[src/rtl/map_pkg.sv]
// Shared definitions for the tile-map scroller: map geometry, block_state
// encodings, the two FSM state types and a lane clamp helper.
package map_pkg;

    localparam int MAP_ROWS    = 5;
    localparam int MAP_COLS    = 100;
    localparam int TILE_W_LOG2 = 5;
    localparam int LANE_H      = 96;
    localparam int SCREEN_W    = 640;
    localparam int PLAYER_X    = 64;
    localparam int MAX_SCROLL  = MAP_COLS * (1 << TILE_W_LOG2) - SCREEN_W;

    // block_state encodings returned by the tile map
    localparam logic [2:0] ST_GAP     = 3'b000;
    localparam logic [2:0] ST_SOLID   = 3'b001;
    localparam logic [2:0] ST_SPECIAL = 3'b010;

    typedef enum logic [1:0] {
        IDLE = 2'd0,
        RUN  = 2'd1,
        DONE = 2'd2
    } scroll_state_t;

    typedef enum logic {
        SCAN  = 1'b0,
        PROBE = 1'b1
    } port_state_t;

    // Out-of-range lane numbers read the bottom lane
    function automatic logic [2:0] clamp_lane(input logic [2:0] lane);
        return (lane > 3'(MAP_ROWS - 1)) ? 3'(MAP_ROWS - 1) : lane;
    endfunction

endpackage

[src/rtl/map_scroller_lane_decode.sv]
// lane_decode: pixel y to lane number through a compare chain (no divider).
// Rows at or below the map bottom flag out_of_lane and report the last lane
// so the map is still addressed with a legal row.
module lane_decode
    import map_pkg::*;
(
    input  logic [9:0] pix_y,
    output logic [2:0] lane,
    output logic       out_of_lane
);

    // Compare chain against lane boundaries 96/192/288/384/480
    always_comb begin
        lane        = 3'(MAP_ROWS - 1);
        out_of_lane = 1'b0;
        if (pix_y < 10'(LANE_H)) begin
            lane = 3'd0;
        end else if (pix_y < 10'(2 * LANE_H)) begin
            lane = 3'd1;
        end else if (pix_y < 10'(3 * LANE_H)) begin
            lane = 3'd2;
        end else if (pix_y < 10'(4 * LANE_H)) begin
            lane = 3'd3;
        end else if (pix_y < 10'(5 * LANE_H)) begin
            lane = 3'd4;
        end else begin
            out_of_lane = 1'b1;
        end
    end

endmodule

[src/rtl/map_scroller.sv]
// map_scroller: turns VGA pixel coordinates plus a per-frame horizontal
// scroll into tile-map addresses, registers the returned colour, and once
// per frame (in vertical blank) probes the tile under the player column.
//
// Handshake: there is no valid/ready flow here. pix_* are qualified by
// pix_de every cycle; frame_start is a single-cycle strobe; probe_state is
// qualified by the one-cycle probe_valid pulse and holds between pulses.
module map_scroller
    import map_pkg::*;
(
    input  logic        clk,
    input  logic        rst,
    input  logic [9:0]  pix_x,
    input  logic [9:0]  pix_y,
    input  logic        pix_de,
    input  logic        frame_start,
    input  logic        run,
    input  logic        restart,
    input  logic [3:0]  speed,
    input  logic [2:0]  probe_lane,
    output logic [2:0]  index_y,
    output logic [6:0]  index_x,
    input  logic [3:0]  map_r,
    input  logic [3:0]  map_g,
    input  logic [3:0]  map_b,
    input  logic [2:0]  map_state,
    output logic [3:0]  vga_r,
    output logic [3:0]  vga_g,
    output logic [3:0]  vga_b,
    output logic        vga_de,
    output logic [11:0] scroll_pos,
    output logic        end_of_map,
    output logic [2:0]  probe_state,
    output logic        probe_valid,
    output logic [1:0]  dbg_scroll_state,
    output logic        dbg_port_state
);

    localparam logic [12:0] MAX_SCROLL_W = 13'(MAX_SCROLL);

    scroll_state_t scroll_state_q, scroll_state_d;
    port_state_t   port_state_q, port_state_d;
    logic [11:0]   scroll_q, scroll_d;
    logic [12:0]   scroll_sum;

    // Pixel pipeline stage S0
    logic          de_s0_q, de_s0_d;
    logic [2:0]    lane_q, lane_d;
    logic          oob_q, oob_d;
    logic [11:0]   world_x_q, world_x_d;

    // Probe column, computed from the pre-update scroll in the frame_start cycle
    logic [6:0]    probe_col_q, probe_col_d;
    logic [11:0]   probe_world;

    // Output registers
    logic [3:0]    vga_r_q, vga_r_d;
    logic [3:0]    vga_g_q, vga_g_d;
    logic [3:0]    vga_b_q, vga_b_d;
    logic          vga_de_q, vga_de_d;
    logic [2:0]    probe_state_q, probe_state_d;
    logic          probe_valid_q, probe_valid_d;

    logic [2:0]    dec_lane;
    logic          dec_oob;
    logic          blank;

    lane_decode u_lane_decode (
        .pix_y       (pix_y),
        .lane        (dec_lane),
        .out_of_lane (dec_oob)
    );

    // Scroll FSM next state: moves only on frame_start, restart wins over all
    always_comb begin
        scroll_state_d = scroll_state_q;
        scroll_d       = scroll_q;
        scroll_sum     = {1'b0, scroll_q} + 13'(speed);
        if (restart) begin
            scroll_state_d = IDLE;
            scroll_d       = 12'd0;
        end else if (frame_start) begin
            case (scroll_state_q)
                IDLE: begin
                    scroll_d = 12'd0;
                    if (run) begin
                        scroll_sum = 13'(speed);
                        if (scroll_sum >= MAX_SCROLL_W) begin
                            scroll_d       = MAX_SCROLL_W[11:0];
                            scroll_state_d = DONE;
                        end else begin
                            scroll_d       = scroll_sum[11:0];
                            scroll_state_d = RUN;
                        end
                    end
                end
                RUN: begin
                    if (run) begin
                        if (scroll_sum >= MAX_SCROLL_W) begin
                            scroll_d       = MAX_SCROLL_W[11:0];
                            scroll_state_d = DONE;
                        end else begin
                            scroll_d = scroll_sum[11:0];
                        end
                    end
                end
                DONE: begin
                    scroll_d = scroll_q;
                end
                default: begin
                    scroll_state_d = IDLE;
                    scroll_d       = 12'd0;
                end
            endcase
        end
    end

    // Read-port FSM next state: one PROBE cycle after each frame_start
    always_comb begin
        port_state_d = port_state_q;
        case (port_state_q)
            SCAN:    if (frame_start) port_state_d = PROBE;
            PROBE:   port_state_d = SCAN;
            default: port_state_d = SCAN;
        endcase
    end

    // Map address mux: the probe borrows the read port for its single cycle
    always_comb begin
        index_y = lane_q;
        index_x = world_x_q[TILE_W_LOG2 +: 7];
        if (port_state_q == PROBE) begin
            index_y = clamp_lane(probe_lane);
            index_x = probe_col_q;
        end
    end

    // Pipeline, probe capture and pixel colour next values
    always_comb begin
        de_s0_d     = pix_de;
        lane_d      = dec_lane;
        oob_d       = dec_oob;
        world_x_d   = {2'b00, pix_x} + scroll_q;

        probe_world = scroll_q + 12'(PLAYER_X);
        probe_col_d = probe_col_q;
        if (frame_start) begin
            probe_col_d = probe_world[TILE_W_LOG2 +: 7];
        end

        blank    = !de_s0_q || oob_q || (map_state == ST_GAP) || (port_state_q == PROBE);
        vga_de_d = de_s0_q && (port_state_q != PROBE);
        vga_r_d  = blank ? 4'd0 : map_r;
        vga_g_d  = blank ? 4'd0 : map_g;
        vga_b_d  = blank ? 4'd0 : map_b;

        probe_state_d = (port_state_q == PROBE) ? map_state : probe_state_q;
        probe_valid_d = (port_state_q == PROBE);
    end

    // State and data registers, synchronous reset flushes everything
    always_ff @(posedge clk) begin
        if (rst) begin
            scroll_state_q <= IDLE;
            port_state_q   <= SCAN;
            scroll_q       <= 12'd0;
            de_s0_q        <= 1'b0;
            lane_q         <= 3'd0;
            oob_q          <= 1'b0;
            world_x_q      <= 12'd0;
            probe_col_q    <= 7'd0;
            vga_r_q        <= 4'd0;
            vga_g_q        <= 4'd0;
            vga_b_q        <= 4'd0;
            vga_de_q       <= 1'b0;
            probe_state_q  <= 3'd0;
            probe_valid_q  <= 1'b0;
        end else begin
            scroll_state_q <= scroll_state_d;
            port_state_q   <= port_state_d;
            scroll_q       <= scroll_d;
            de_s0_q        <= de_s0_d;
            lane_q         <= lane_d;
            oob_q          <= oob_d;
            world_x_q      <= world_x_d;
            probe_col_q    <= probe_col_d;
            vga_r_q        <= vga_r_d;
            vga_g_q        <= vga_g_d;
            vga_b_q        <= vga_b_d;
            vga_de_q       <= vga_de_d;
            probe_state_q  <= probe_state_d;
            probe_valid_q  <= probe_valid_d;
        end
    end

    assign vga_r            = vga_r_q;
    assign vga_g            = vga_g_q;
    assign vga_b            = vga_b_q;
    assign vga_de           = vga_de_q;
    assign scroll_pos       = scroll_q;
    assign end_of_map       = (scroll_state_q == DONE);
    assign probe_state      = probe_state_q;
    assign probe_valid      = probe_valid_q;
    assign dbg_scroll_state = scroll_state_q;
    assign dbg_port_state   = port_state_q;

endmodule
[config.mk]
export PLATFORM = sky130hd
export DESIGN_NAME = map_scroller
export DESIGN_NICKNAME = d
export VERILOG_FILES = /design/src/rtl/map_pkg.sv /design/src/rtl/map_scroller_lane_decode.sv /design/src/rtl/map_scroller.sv
export SDC_FILE = /design/constraint.sdc
export NUM_CORES = 1
export LEC_CHECK = 0
export CORE_MARGIN = 5
export CORE_UTILIZATION = 46
export CTS_BUF_LIST = sky130_fd_sc_hd__clkbuf_2
export DETAILED_ROUTE_END_ITERATION = 7
export PLACE_DENSITY = 0.81
export SYNTH_ARGS = -nofsm -noshare
export SYNTH_HDL_FRONTEND = slang
export SYNTH_HIERARCHICAL = 1
export SYNTH_SLANG_ARGS = --single-unit
[constraint.sdc]
create_clock -name clk -period 3.5 [get_ports clk]
set_input_delay 0.7 -clock clk [delete_from_list [all_inputs] [get_ports clk]]
set_output_delay 0.7 -clock clk [all_outputs]
set_load 0.01 [all_outputs]
==> results.json, run 1 <==
{
  "run_status": "complete, no violations",
  "grt_setup_unrepaired": "false",
  "timing.critical_path.arrival_ns": 2.19,
  "clkSinkCount": 51,
  "post_synthesis_cell_count": 309,
  "detail_route.drc_violations": 0,
  "postSynth.topFlopCell": "sky130_fd_sc_hd__dfxtp_1",
  "slew_violations": 0,
  "p_leak_nw": 1.43,
  "cts_buffers": 5,
  "maxClockFrequency_ghz": 0.346,
  "cts_resized": 0,
  "floorplan.core_area_mm2": 0.00589,
  "pin_count_of_the_biggest_net_entering_global_routing": 19,
  "synth.cell_area_mm2": 0.00278,
  "finalCritPeriodShare": 0.826,
  "ctsHtreeMaxLevel": 2,
  "design.final.nets": 449,
  "vdd_drop_max_uv": 216,
  "detail-route-antenna-nets": 0,
  "area_taken_by_flip_flops_and_latches_mm2": 0.00102,
  "synth_enable_flop_cells": 0,
  "area_growth_pct": 34.7,
  "ys_warn_count": 6,
  "timing.setup.critical_path_class": "reg -> out",
  "cpLargestDelayFamily": "flip-flops",
  "timing.final.setup_violations": 0,
  "antenna_found_initial": 0,
  "most_frequent_standard_cell_in_the_layout_excluding_fill_and_tap_cells": "sky130_fd_sc_hd__clkdlybuf4s50_1",
  "vias_in_the_first_global_route": 2465,
  "multi_input_comb_area_mm2": 0.00161,
  "clockBufferDepth": 2,
  "ys_ff_latch": 51,
  "period_needed_ns": 2.89,
  "detailroute.via_count": 2504,
  "drive_above_1_share": 0.103,
  "worstPathMaxFanout": 18,
  "design.portCount": 91,
  "overflow": 0,
  "p_per_area_mw_per_mm2": 314,
  "critPathSlowestCell": "sky130_fd_sc_hd__dfxtp_1",
  "clock_skew_ns": 0.0506,
  "slew_headroom": 0.408,
  "grt_first_pass_wirelength_um": 11200,
  "avgSynthCellArea_um2": 8.99,
  "grt_usage": 0.180,
  "chipWidth_um": 87.7,
  "route.detailed.wl_per_inst_um": 14.6,
  "min-delay-path-class": "reg -> reg",
  "clk_pin_slew_ns": 0.29,
  "wp_data_required_ns": 2.80,
  "die_h_um": 87.7,
  "critPathCaptureType": "output port",
  "drt_wl_total_um": 6750,
  "fp.dieArea_mm2": 0.00769,
  "worst_slew_pin_slew_ns": 0.886,
  "drv_cap": 0,
  "diodes": 0,
  "crit_path_max_incr_delay_ns": 0.87,
  "n_fill_cell": 502,
  "hpwl_um": 5310,
  "critPathLaunchType": "flip-flop",
  "worst_skew_pair.late_latency_ns": 0.44,
  "cts_hold_repair_buffers": 0,
  "final_util": 0.635,
  "number_of_port_buffers": 85,
  "syn_nets": 372,
  "finalHoldViolations": 0,
  "synth.distinct_cells": 59,
  "first_pass_iters": 4,
  "chain_of_cells_forming_the_critical_path": "mux2_2 -> clkdlybuf4s50_1",
  "placement_rows": 28,
  "vias_per_cell": 5.42,
  "gp_routability_congestion": 0.854,
  "drt_first_iter_violations": 98,
  "final_cell_mix": "sky130_fd_sc_hd__clkdlybuf4s50_1, sky130_fd_sc_hd__dfxtp_1, sky130_fd_sc_hd__nor2_1",
  "number_of_setup_buffers_added_after_cts": 0,
  "initial_core_util": 0.472,
  "register_area_share_after_synthesis": 0.368,
  "ctsRootBufferMaster": "sky130_fd_sc_hd__clkbuf_2",
  "clock_tree_from_tritoncts": "done",
  "final.setup.tns_ns": 0,
  "synth-async-reset-ratio": 0,
  "worst-path-buf-inv": 1
}
[where the power goes]
group          switching [W]  internal, W  total, W
Clock               0.000194     0.000191  0.000386
Sequential         0.0000116     0.000599  0.000611
Combinational      0.0000725     0.000103  0.000176
Total               0.000278     0.000894   0.00117
[layout make-up]
type	count	share of cell area
sequential	51	0.273
tap	75	0.0251
timing repair buffer	91	0.240
clock inverter	3	0.0181
inverter	7	0.00703
clock buffer	5	0.00669
multi-input combinational	230	0.430
[metal layers]
metal,global-route usage,share of wire
met4,0.0377,0.011
met5,0,0
met2,0.334,0.49
met1,0.209,0.43
met3,0.0442,0.065
[metrics by stage]
stage / std cells / hold WS, ns / worst slack (ns) / area (um2) / total power, W
after detailed placement: 454 / 0.438 / 0.239 / 3650 / 0.000798
after global routing: 462 / 0.516 / 0.450 / 3740 / 0.00122
final: 462 / 0.493 / 0.608 / 3740 / 0.00117
after floorplan: 309 / 0.420 / 0.912 / 2780 / 0.000701
after CTS: 462 / 0.493 / 0.566 / 3740 / 0.00118
after global placement: 454 / 0.433 / 0.264 / 3650 / 0.000793
[worst paths after layout]
check,from,endpoint,slack (ns),cells past startpoint
min,probe_col_q[1],probe_col_q[1],0.49,2
max,dbg_port_state,index_x[5],0.61,2
min reg2reg,probe_col_q[1],probe_col_q[1],0.49,2
max reg2reg,scroll_pos[0],scroll_pos[2],0.92,9
[worst register-to-register path, stage by stage, from the launching register on]
cell	delay (ns)
sky130_fd_sc_hd__dfxtp_1	0.44
sky130_fd_sc_hd__ha_1	0.26
sky130_fd_sc_hd__fa_1	0.45
sky130_fd_sc_hd__a211oi_2	0.29
sky130_fd_sc_hd__or2_1	0.21
sky130_fd_sc_hd__a211oi_1	0.09
sky130_fd_sc_hd__nor4_4	0.32
sky130_fd_sc_hd__buf_4	0.24
sky130_fd_sc_hd__o211ai_2	0.11
sky130_fd_sc_hd__a21oi_2	0.14
[cell usage after synthesis, types with 2 or more instances]
library cell / instances / area (um2)
sky130_fd_sc_hd__o31a_1: 2 / 17.5
sky130_fd_sc_hd__nor4_1: 3 / 18.8
sky130_fd_sc_hd__o21ai_1: 6 / 30.0
sky130_fd_sc_hd__a21o_1: 3 / 22.5
sky130_fd_sc_hd__a21oi_2: 5 / 43.8
sky130_fd_sc_hd__a211o_1: 2 / 17.5
sky130_fd_sc_hd__buf_4: 6 / 45.0
sky130_fd_sc_hd__and3_1: 2 / 12.5
sky130_fd_sc_hd__clkbuf_1: 10 / 37.5
sky130_fd_sc_hd__nand2_1: 15 / 56.3
sky130_fd_sc_hd__o21a_1: 3 / 22.5
sky130_fd_sc_hd__o211ai_2: 4 / 50.1
sky130_fd_sc_hd__inv_1: 7 / 26.3
sky130_fd_sc_hd__nand3_1: 7 / 35.0
sky130_fd_sc_hd__buf_2: 3 / 15.0
sky130_fd_sc_hd__and2_1: 16 / 100
sky130_fd_sc_hd__mux2_2: 7 / 78.8
sky130_fd_sc_hd__a21oi_1: 16 / 80.1
sky130_fd_sc_hd__nand4_1: 3 / 18.8
sky130_fd_sc_hd__xnor2_1: 4 / 35.0
sky130_fd_sc_hd__or3_1: 3 / 18.8
sky130_fd_sc_hd__nor2b_1: 10 / 62.6
sky130_fd_sc_hd__a22oi_1: 4 / 30.0
sky130_fd_sc_hd__or2_1: 3 / 18.8
sky130_fd_sc_hd__dfxtp_1: 51 / 1020
sky130_fd_sc_hd__o22ai_1: 5 / 31.3
sky130_fd_sc_hd__o2111ai_1: 2 / 17.5
sky130_fd_sc_hd__a31oi_1: 4 / 25.0
sky130_fd_sc_hd__o21ai_0: 7 / 35.0
sky130_fd_sc_hd__mux2i_1: 5 / 50.1
sky130_fd_sc_hd__nand2b_1: 4 / 25.0
sky130_fd_sc_hd__nor2_1: 30 / 113
sky130_fd_sc_hd__xor2_1: 5 / 43.8
sky130_fd_sc_hd__buf_6: 2 / 22.5
sky130_fd_sc_hd__nor3_1: 6 / 30.0
sky130_fd_sc_hd__ha_1: 14 / 175
sky130_fd_sc_hd__a211oi_1: 8 / 60.1
[flip-flops by register name, indices dropped and copies added, names as in the netlist, 2 cells and up]
signal            count
probe_col_q           7
probe_state           3
scroll_pos           12
vga_g                 4
vga_b                 4
vga_r                 4
world_x_q             7
dbg_scroll_state      2
lane_q                3
[cell families (layout without fill, tap and decap cells)]
| family | Yosys count | in the layout | share of synthesized area |
|---|---|---|---|
| AO/OA/AOI/OAI | 81 | 81 | 0.210 |
| XOR/XNOR | 9 | 9 | 0.0284 |
| adder cells (fa/ha/maj) | 15 | 15 | 0.0703 |
| buffers and inverters | 28 | 106 | 0.0527 |
| flip-flops | 51 | 51 | 0.368 |
| multiplexers | 13 | 13 | 0.0505 |
| AND/OR/NAND/NOR | 112 | 112 | 0.221 |
Power figures use the tool's default switching activity.
==> run 2, diff against run 1 <==
- clock period: 3.5 -> 3 ns (I/O delays scaled with it)
==> run 2 against run 1 <==
Critical path type unchanged. Die area stayed put. Wire length grew 1.4%. Clock skew is 0.023 ns lower. Cell area is 1.4% higher. First-iteration DRC count shrank 41%. Register-to-register slack got worse by 0.40 ns. Power increased by 8.5%. Largest power group unchanged. Critical endpoint is now index_x[0]. Sequential share of layout area decreased by 0.38 points. Sequential cell count stayed put. Worst setup slack lost 0.41 ns.
==> results.json, run 2 (synthesized netlist as in run 1, its figures left out) <==
{
  "critPathLaunchType": "flip-flop",
  "vias_in_the_first_global_route": 2344,
  "clockBufferDepth": 2,
  "worstPathMaxFanout": 18,
  "finalHoldViolations": 0,
  "drt_first_iter_violations": 58,
  "worst_slew_pin_slew_ns": 0.883,
  "floorplan.core_area_mm2": 0.00589,
  "timing.critical_path.arrival_ns": 2.20,
  "design.portCount": 91,
  "p_leak_nw": 1.47,
  "critPathCaptureType": "output port",
  "final_cell_mix": "sky130_fd_sc_hd__clkdlybuf4s50_1, sky130_fd_sc_hd__dfxtp_1, sky130_fd_sc_hd__nor2_1",
  "clk_pin_slew_ns": 0.23,
  "overflow": 0,
  "detail-route-antenna-nets": 0,
  "slew_violations": 0,
  "fp.dieArea_mm2": 0.00769,
  "die_h_um": 87.7,
  "clock_tree_from_tritoncts": "done",
  "period_needed_ns": 2.80,
  "pin_count_of_the_biggest_net_entering_global_routing": 19,
  "finalInstanceArea_mm2": 0.00379,
  "slew_headroom": 0.410,
  "detailroute.via_count": 2527,
  "clkSinkCount": 51,
  "most_frequent_standard_cell_in_the_layout_excluding_fill_and_tap_cells": "sky130_fd_sc_hd__clkdlybuf4s50_1",
  "drv_cap": 0,
  "timing.final.setup_violations": 0,
  "finalCritPeriodShare": 0.933,
  "number_of_setup_buffers_added_after_cts": 0,
  "cts_hold_repair_buffers": 0,
  "p_per_area_mw_per_mm2": 336,
  "worst_skew_pair.late_latency_ns": 0.44,
  "run_status": "complete, no violations",
  "antenna_found_initial": 0,
  "grt_first_pass_wirelength_um": 11000,
  "vias_per_cell": 5.35,
  "wp_data_required_ns": 2.40,
  "min-delay-path-class": "reg -> reg",
  "final.setup.tns_ns": 0,
  "grt_usage": 0.178,
  "initial_core_util": 0.472,
  "largest_register_ff_count": 12,
  "vdd_drop_max_uv": 189,
  "detail_route.drc_violations": 0,
  "drive_above_1_share": 0.126,
  "clock_skew_ns": 0.0272,
  "placement_rows": 28,
  "cts_buffers": 5,
  "area_growth_pct": 36.5,
  "diodes": 0,
  "drt_wl_total_um": 6850,
  "grt_setup_unrepaired": "false",
  "ctsRootBufferMaster": "sky130_fd_sc_hd__clkbuf_2",
  "number_of_port_buffers": 85,
  "chipWidth_um": 87.7,
  "route.detailed.wl_per_inst_um": 14.5,
  "design.final.nets": 460,
  "gp_routability_congestion": 0.906,
  "maxClockFrequency_ghz": 0.357,
  "timing.setup.critical_path_class": "reg -> out",
  "placed_cell_area_mm2": 0.00373,
  "first_pass_iters": 4,
  "hpwl_um": 5360,
  "ctsHtreeMaxLevel": 2,
  "cts_resized": 0
}
run 2: changes by cell type in the layout (fill, tap and decap cells not counted), sizes merged:
cell | before | now
bufinv | 2 | 1
buf | 6 | 17
run 2: final cells by class:
type	count	area [um2]
flip-flops and latches	51	1020
multi-input cells	230	1610
repair buffers	102	978
fillers	515	2090
clock buffers	5	25.0
clock inverters	2	37.5
inverters	7	26.3
well taps	75	93.8
run 2: layer usage:
layer | routed length [um] | GRT usage | up-vias
met5 | 0 | 0 | -
met4 | 141 | 0.0586 | 0
met3 | 496 | 0.0367 | 14
met2 | 3260 | 0.318 | 95
met1 | 2950 | 0.213 | 1130
li1 | - | - | 1288
run 2: worst max-delay path, cell delays in order, from the launching register on:
cell and delay, ns:
sky130_fd_sc_hd__dfxtp_1 0.87, sky130_fd_sc_hd__mux2_2 0.41, sky130_fd_sc_hd__clkdlybuf4s50_1 0.50
run 2: final timing paths:
check / startpoint / end / slack [ns] / cells past startpoint
max: dbg_port_state / index_x[0] / 0.20 / 2
min: de_s0_q / vga_de / 0.48 / 1
max reg2reg: scroll_pos[0] / dbg_scroll_state[0] / 0.52 / 9
min reg2reg: de_s0_q / vga_de / 0.48 / 1
run 2: stage by stage:
step	util	power [W]	hold WS, ns	worst slack [ns]	instances
after floorplan	-	0.000818	0.420	0.512	309
after global placement	0.634	0.000928	0.433	-0.0444	465
after detailed placement	0.634	0.000933	0.439	-0.107	465
after CTS	0.644	0.00129	0.489	0.173	472
after global routing	0.644	0.00133	0.509	0.0706	472
final	0.644	0.00127	0.483	0.200	472
run 2: power by group:
part / switching, W / internal (W)
clock: 0.000217 / 0.000136
combinational: 0.0000849 / 0.000123
sequential: 0.0000131 / 0.000699
==> run 3, diff against run 2 <==
--- a/constraint.sdc
+++ b/constraint.sdc
@@ -3,2 +3,2 @@
 set_output_delay 0.6 -clock clk [all_outputs]
-set_load 0.01 [all_outputs]
+set_load 0.05 [all_outputs]
==> run 3 against run 2 <==
Register-to-register slack hardly changed. First-iteration DRC count is 8.6% lower. Largest power group unchanged. Die area unchanged. Clock skew fell by 0.0089 ns. Highest routed layer unchanged. Global-route usage increased by 0.11 points.
==> results.json, run 3 (synthesized netlist as in run 1, its figures left out) <==
{
  "ctsHtreeMaxLevel": 2,
  "drv_cap": 0,
  "design.final.nets": 461,
  "drt_wl_total_um": 6810,
  "min_delay_path_depth": 1,
  "final_util": 0.644,
  "die_h_um": 87.7,
  "p_switching_w": 0.000358,
  "vias_per_cell": 5.46,
  "slew_violations": 0,
  "final.setup.tns_ns": 0,
  "first_pass_iters": 5,
  "largest_register_ff_count": 12,
  "detailroute.via_count": 2582,
  "cts_resized": 1,
  "hpwl_um": 5370,
  "run_status": "complete, no violations",
  "critPathLaunchType": "flip-flop",
  "cpLargestDelayFamily": "buffers and inverters",
  "ctsRootBufferMaster": "sky130_fd_sc_hd__clkbuf_2",
  "clockBufferDepth": 2,
  "most_frequent_standard_cell_in_the_layout_excluding_fill_and_tap_cells": "sky130_fd_sc_hd__clkdlybuf4s50_1",
  "timing.setup.critical_path_class": "reg -> out",
  "r2r-end": "dbg_scroll_state[0]",
  "number_of_port_buffers": 85,
  "drt_first_iter_violations": 53,
  "route.detailed.wl_per_inst_um": 14.4,
  "r2r-start": "scroll_pos[0]",
  "grt_usage": 0.180,
  "grt_first_pass_wirelength_um": 11000,
  "finalHoldViolations": 0,
  "timing.final.setup_violations": 0,
  "area_growth_pct": 36.6,
  "cts_buffers": 5,
  "worstPathMaxFanout": 18,
  "timing.reg2reg.setup_slack_ns": 0.52,
  "overflow": 0,
  "grt_setup_unrepaired": "false",
  "worstRegToRegCells": 9,
  "clock_skew_ns": 0.0183,
  "cts_hold_repair_buffers": 0,
  "combPwrFrac": 0.196,
  "pin_count_of_the_biggest_net_entering_global_routing": 19,
  "detail-route-antenna-nets": 0,
  "worst_slew_pin_slew_ns": 0.940,
  "number_of_setup_buffers_added_after_cts": 0,
  "crit_path_max_incr_delay_ns": 0.71,
  "power.share.clock": 0.262,
  "p_leak_nw": 1.48,
  "chain_of_cells_forming_the_critical_path": "mux2_2 -> clkdlybuf4s50_1",
  "gp_routability_congestion": 0.913,
  "placement_rows": 28,
  "period_needed_ns": 2.76,
  "worst_skew_pair.late_latency_ns": 0.42,
  "final_cell_mix": "sky130_fd_sc_hd__clkdlybuf4s50_1, sky130_fd_sc_hd__dfxtp_1, sky130_fd_sc_hd__nor2_1",
  "cp.depth": 2,
  "detail_route.drc_violations": 0,
  "chipWidth_um": 87.7,
  "vias_in_the_first_global_route": 2403,
  "drive_above_1_share": 0.138,
  "clock_tree_from_tritoncts": "done",
  "initial_core_util": 0.472,
  "power_frac_seq": 0.542,
  "diodes": 0,
  "min-delay-path-class": "reg -> reg",
  "slew_headroom": 0.372,
  "swShare": 0.272,
  "critPathCaptureType": "output port",
  "maxClockFrequency_ghz": 0.362,
  "worst-path-buf-inv": 1,
  "antenna_found_initial": 0,
  "post-layout-total-power_w": 0.00132,
  "crit_path_end": "index_x[0]",
  "clk_pin_slew_ns": 0.24,
  "p_per_area_mw_per_mm2": 347,
  "critPathSlowestCell": "sky130_fd_sc_hd__clkdlybuf4s50_1",
  "critPathLaunch": "dbg_port_state",
  "worst_slack_ns": 0.239,
  "total_internal_power_w": 0.000957,
  "wp_data_required_ns": 2.40,
  "clkSinkCount": 51,
  "design.portCount": 91,
  "floorplan.core_area_mm2": 0.00589,
  "placement.setup.worst_slack_ns": -0.0673,
  "vdd_drop_max_uv": 213,
  "fp.dieArea_mm2": 0.00769,
  "finalCritPeriodShare": 0.920,
  "timing.critical_path.arrival_ns": 2.16
}
-- run 3: layout make-up --
cell class,count,area (um2)
clock buffer,5,25.0
clock inverter,2,37.5
fill,500,2090
inverter,7,26.3
multi-input combinational,230,1610
sequential,51,1020
tap,75,93.8
timing repair buffer,103,978
-- run 3: power by group through the flow --
stage / clock (W) / sequential (W) / combinational, W
after floorplan: 0 / 0.000744 / 0.000124
after detailed placement: 0 / 0.000726 / 0.000258
after global routing: 0.000388 / 0.000716 / 0.000276
final: 0.000345 / 0.000712 / 0.000258
after global placement: 0 / 0.000724 / 0.000254
after CTS: 0.000359 / 0.000713 / 0.000260
-- run 3: worst min path at each step --
stage,endpoint,from
after floorplan,vga_de,de_s0_q
after detailed placement,vga_de,de_s0_q
final,vga_de,de_s0_q
after global routing,vga_de,de_s0_q
after CTS,vga_de,de_s0_q
after global placement,vga_de,de_s0_q
-- run 3: worst reg2reg max path, cell delays in order (launching register included) --
cell	delay [ns]
sky130_fd_sc_hd__dfxtp_1	0.50
sky130_fd_sc_hd__ha_1	0.24
sky130_fd_sc_hd__fa_1	0.24
sky130_fd_sc_hd__a211oi_2	0.10
sky130_fd_sc_hd__or2_1	0.27
sky130_fd_sc_hd__a211oi_1	0.39
sky130_fd_sc_hd__nor4_4	0.06
sky130_fd_sc_hd__buf_4	0.17
sky130_fd_sc_hd__nor4b_1	0.37
sky130_fd_sc_hd__a2111oi_2	0.06
-- run 3: through the flow --
step	hold WS [ns]	std cells	area [um2]
2_1_floorplan	0.420	309	2780
3_3_place_gp	0.433	466	3730
3_5_place_dp	0.440	466	3730
4_1_cts	0.490	473	3790
5_1_grt	0.511	473	3790
6_report	0.487	473	3790
-- run 3: layer usage --
layer,global-route usage,routed length [um],up-vias
li1,-,-,1291
met1,0.210,2910,1184
met2,0.327,3270,91
met3,0.0357,477,16
met4,0.0558,157,0
met5,0,0,-
==> edit 1: new RTL, settings of run 3 <==
Put one more register stage on the output `vga_b`, with the module's reset. The value now appears one clock later. The other outputs are not delayed to match.
--- a/src/rtl/map_scroller.sv
+++ b/src/rtl/map_scroller.sv
@@ -196,5 +196,11 @@
     assign vga_r            = vga_r_q;
     assign vga_g            = vga_g_q;
-    assign vga_b            = vga_b_q;
+    always_ff @(posedge clk) begin
+        if (rst) begin
+            vga_b <= '0;
+        end else begin
+            vga_b <= vga_b_q;
+        end
+    end
     assign vga_de           = vga_de_q;
     assign scroll_pos       = scroll_q;
Function: changed (Yosys sat finds a counterexample within 4 cycles, from zero or initial values and one cycle with rst high).
==> edit 1 against run 3 <==
Cell area rose by 1.4%. Synthesized area rose by 1.8%. Clock power fell by 12%. Routed wire length rose by 3.2%. Synthesized cell count fell by 0.65%. Power rose by 1.6%. Core utilization rose by 0.15 points. The flow now finishes with violations (design-rule violations). Clock skew fell by 0.0019 ns. Sequential cell count rose by 4. Worst setup slack got worse by 0.012 ns.
==> edit 1: results <==
export IMPL_status="finished, violations left"
export IMPL_violations="design-rule violations"
export IMPL_synth_distinct_cells=57
export IMPL_fin_cells=476
export IMPL_root_buffer="clkbuf_2"
export IMPL_grt_pass1_wl_um=11300
export IMPL_cts_setup_buffers=0
export IMPL_leakagePower_nw=1.57
export IMPL_cts_resized=0
export IMPL_synth_seq_area_share_pct=38.9
export IMPL_drtPass1Iterations=8
export IMPL_min_path_type="reg2reg"
export IMPL_grt_max_degree=32
export IMPL_critical_path_arrival_ns=3.15
export IMPL_synth_nets=370
export IMPL_antenna_cells=0
export IMPL_fin_worst_skew_ns=0.0164
export IMPL_power_switching_uw=393
export IMPL_slowest_delay_ns=0.44
export IMPL_clk_pin_slew_ns=0.29
export IMPL_port_buffers=85
export IMPL_yosysWarnings=6
export IMPL_drive_gt1_share_pct=15.0
export IMPL_cts_max_level=2
export IMPL_grt_pass1_vias=2460
export IMPL_synthArstFlopShare_pct=0
export IMPL_place_area_um2=3800
export IMPL_antenna_found_initial=0
export IMPL_netlist_instances=307
export IMPL_worstMarginPinSlew_ns=0.536
export IMPL_routed_via_count=2580
export IMPL_drt_wl_total_um=7030
export IMPL_yosys_top_cells_area="dfxtp_1 39%, ha_1 6.2%, nor2_1 4.6%, a21oi_1 4.1%, mux2_2 4.0%"
export IMPL_insertion_delay_ns=0.44
export IMPL_gp_congestion=0.869
export IMPL_place_hpwl_um=5520
export IMPL_first_iter_violations=141
export IMPL_vdd_ir_drop_max_mv=0.225
export IMPL_largest_reg_flops=12
export IMPL_numCtsBuffers=5
export IMPL_grt_total_usage_pct=18.2
export IMPL_synth_commonest_cells="55 x dfxtp_1, 35 x nor2_1, 23 x a21oi_1"
export IMPL_placedCellCount=468
export IMPL_worstPathMaxFanout=5
export IMPL_drc_errors=1
export IMPL_clock_path_buffers=2
export IMPL_final_nets=463
-- edit 1: cell count changes after synthesis, sizes merged, moves of 4 or more --
cell / run 3 / this run
nor2: 30 / 35
o211ai: 5 / 1
dfxtp: 51 / 55
o21ai: 13 / 9
nor4: 5 / 0
nor2b: 10 / 15
nand4: 3 / 7
-- edit 1: final cells by class --
cell class | count | area (um^2)
timing repair buffer | 106 | 1010
tap | 75 | 93.8
multi-input combinational | 227 | 1570
inverter | 5 | 18.8
sequential | 55 | 1100
clock buffer | 5 | 25.0
fill | 523 | 2110
clock inverter | 3 | 22.5
-- edit 1: layer usage --
| layer | up-vias | track usage, % | routed length [um] |
|---|---|---|---|
| li1 | 1287 | - | - |
| met2 | 84 | 30.9 | 3580 |
| met4 | 0 | 6.59 | 127 |
| met3 | 10 | 4.56 | 485 |
| met1 | 1199 | 22.4 | 2840 |
| met5 | - | 0 | 0 |
-- edit 1: stage by stage --
step                util [%]  setup TNS [ns]  power, mW  hold slack [ns]  setup slack [ns]
floorplan                  -               0      0.931            0.414             0.234
global placement        63.8           -1.66       1.04            0.419            -0.228
detailed placement      63.8           -2.32       1.05            0.433            -0.268
CTS                     64.6               0       1.35            0.469             0.203
global route            64.6               0       1.41            0.473            0.0774
finish                  64.6               0       1.34            0.467             0.227
-- edit 1: cells by family after synthesis --
family                   count (synthesis)  share of synthesized area [%]
AO/OA/AOI/OAI                           78                           19.7
adder cells (fa/ha/maj)                 15                           6.90
AND/OR/NAND/NOR                        109                           20.1
buffers and inverters                   25                           5.49
XOR/XNOR                                 9                           2.79
multiplexers                            16                           6.11
flip-flops                              55                           38.9
-- edit 1: path summary, 6_finish.rpt --
path / from / endpoint / slack [ns] / cells past startpoint
setup reg to reg: scroll_pos[0]$_SDFFE_PP0P_ / scroll_pos[4]$_SDFFE_PP0P_ / 0.43 / 9
setup / recovery: speed[0] / scroll_pos[4]$_SDFFE_PP0P_ / 0.23 / 10
hold / removal: vga_b_q[2]$_SDFF_PP0_ / vga_b[2]$_SDFF_PP0_ / 0.47 / 1
hold reg to reg: vga_b_q[2]$_SDFF_PP0_ / vga_b[2]$_SDFF_PP0_ / 0.47 / 1
-- edit 1: critical path: cells and delay by family --
kind | cells | cell delay, ns
compound gates | 4 | 1.02
fa+ha+maj | 2 | 0.64
buf+inv | 2 | 0.60
mux | 1 | 0.09
simple gates | 1 | 0.20
-- edit 1: power by group through the flow --
stage	logic [mW]	clock network [mW]	registers, mW
6_report	0.268	0.302	0.767
5_1_grt	0.288	0.352	0.771
4_1_cts	0.269	0.317	0.768
3_5_place_dp	0.269	0	0.780
3_3_place_gp	0.263	0	0.779
2_1_floorplan	0.131	0	0.800
==> edit 2: new RTL, flow settings as in run 3 <==
Made on the original files. `TILE_W_LOG2`: 5 -> 4.
--- a/src/rtl/map_pkg.sv
+++ b/src/rtl/map_pkg.sv
@@ -5,5 +5,5 @@
     localparam int MAP_ROWS    = 5;
     localparam int MAP_COLS    = 100;
-    localparam int TILE_W_LOG2 = 5;
+    localparam int TILE_W_LOG2 = 4;
     localparam int LANE_H      = 96;
     localparam int SCREEN_W    = 640;
Behaviour: not the same (a bounded check fails within 4 cycles, from zero or initial values and one cycle with rst high).
==> edit 2 against run 3 <==
Synthesized area down 1.8%. Routed wire length decreased by 1.5%. Sequential cell count stayed put. Power is 5.6% lower. Worst setup slack worse by 0.00095 ns. Global-route usage is 0.20 points higher. Non-clock buffer count shrank 8. Cell area decreased by 3.1%.
==> edit 2: results <==
export IMPL_fin_worst_skew_ns=0.0137
export IMPL_yosysWarnings=6
export IMPL_rr_endpoint="scroll_pos[0]$_SDFFE_PP0P_"
export IMPL_gp_congestion=0.873
export IMPL_via_per_inst=5.40
export IMPL_pg_clk_uw=271
export IMPL_slowest_delay_ns=0.85
export IMPL_grt_max_degree=27
export IMPL_first_iter_violations=86
export IMPL_switching_share_pct=29.1
export IMPL_syn_avg_cell_area_um2=9.30
export IMPL_clk_pin_slew_ns=0.25
export IMPL_grt_pass1_wl_um=11200
export IMPL_relSlewSlack_pct=30.7
export IMPL_post_place_ws_ns=-0.103
export IMPL_drt_wl_total_um=6710
export IMPL_root_buffer="clkbuf_2"
export IMPL_endpoint="end_of_map"
export IMPL_grt_pass1_vias=2481
export IMPL_reg2reg_slack_ns=0.48
export IMPL_cts_resized=1
export IMPL_max_clock_freq_ghz=0.362
export IMPL_yosys_top_cells_area="dfxtp_1 37%, ha_1 6.4%, mux2_2 3.7%, a21oi_1 3.7%, and2_1 3.4%"
export IMPL_antenna_found_initial=0
export IMPL_worstPathMaxFanout=12
export IMPL_leakagePower_nw=1.47
export IMPL_final_nets=439
export IMPL_seqPwrFrac_pct=57.3
export IMPL_place_area_um2=3630
export IMPL_wl_met3_um=419
export IMPL_synth_nets=356
export IMPL_grt_use_met3_pct=4.07
export IMPL_met2_usage_pct=32.0
export IMPL_insertion_delay_ns=0.42
export IMPL_place_hpwl_um=5200
export IMPL_r2r_start="scroll_pos[0]$_SDFFE_PP0P_"
export IMPL_grt_total_usage_pct=18.2
export IMPL_status="complete, no violations"
export IMPL_synth_seq_area_share_pct=37.5
export IMPL_cts_max_level=2
export IMPL_synth_commonest_cells="51 x dfxtp_1, 25 x nor2_1, 20 x a21oi_1"
export IMPL_cp_startpoint="dbg_scroll_state[1]$_SDFFE_PP0P_"
export IMPL_drive_gt1_share_pct=13.8
export IMPL_fillCellCount=512
export IMPL_clock_path_buffers=2
export IMPL_drtPass1Iterations=4
export IMPL_synth_distinct_cells=61
export IMPL_largest_reg_flops=12
export IMPL_wl_met1_um=2980
export IMPL_wl_met2_um=3220
export IMPL_routed_via_count=2440
export IMPL_clock_power_share_pct=21.8
export IMPL_rr_worst_depth=11
export IMPL_slowest_stage="clkdlybuf4s50_1"
export IMPL_grt_met1_usage_pct=22.0
export IMPL_vdd_ir_drop_max_mv=0.182
export IMPL_whs_ns=0.491
## edit 2: cell count changes after synthesis, sizes merged, moves of 3 or more
cell           run 3  this run
and3               2         5
nor4               5         1
nor2              30        27
inv                7         3
or3                3         0
o22ai              5         1
o211ai             5         2
mux2i              5         8
o21ai             13        10
## edit 2: cells by family after synthesis
logic type / count (synthesis) / share of synthesized area, %
adder cells (fa/ha/maj): 15 / 7.16
AND/OR/NAND/NOR: 104 / 20.8
AO/OA/AOI/OAI: 76 / 20.9
flip-flops: 51 / 37.5
buffers and inverters: 22 / 4.45
XOR/XNOR: 8 / 2.57
multiplexers: 17 / 6.66
## edit 2: final cells by class
type / count / area (um^2) / share of cell area, %
Clock inverter: 2 / 12.5 / 0.341
Tap cell: 75 / 93.8 / 2.55
Multi-Input combinational cell: 220 / 1580 / 43.1
Timing Repair Buffer: 95 / 921 / 25.1
Sequential cell: 51 / 1020 / 27.8
Clock buffer: 6 / 30.0 / 0.817
Inverter: 3 / 11.3 / 0.307
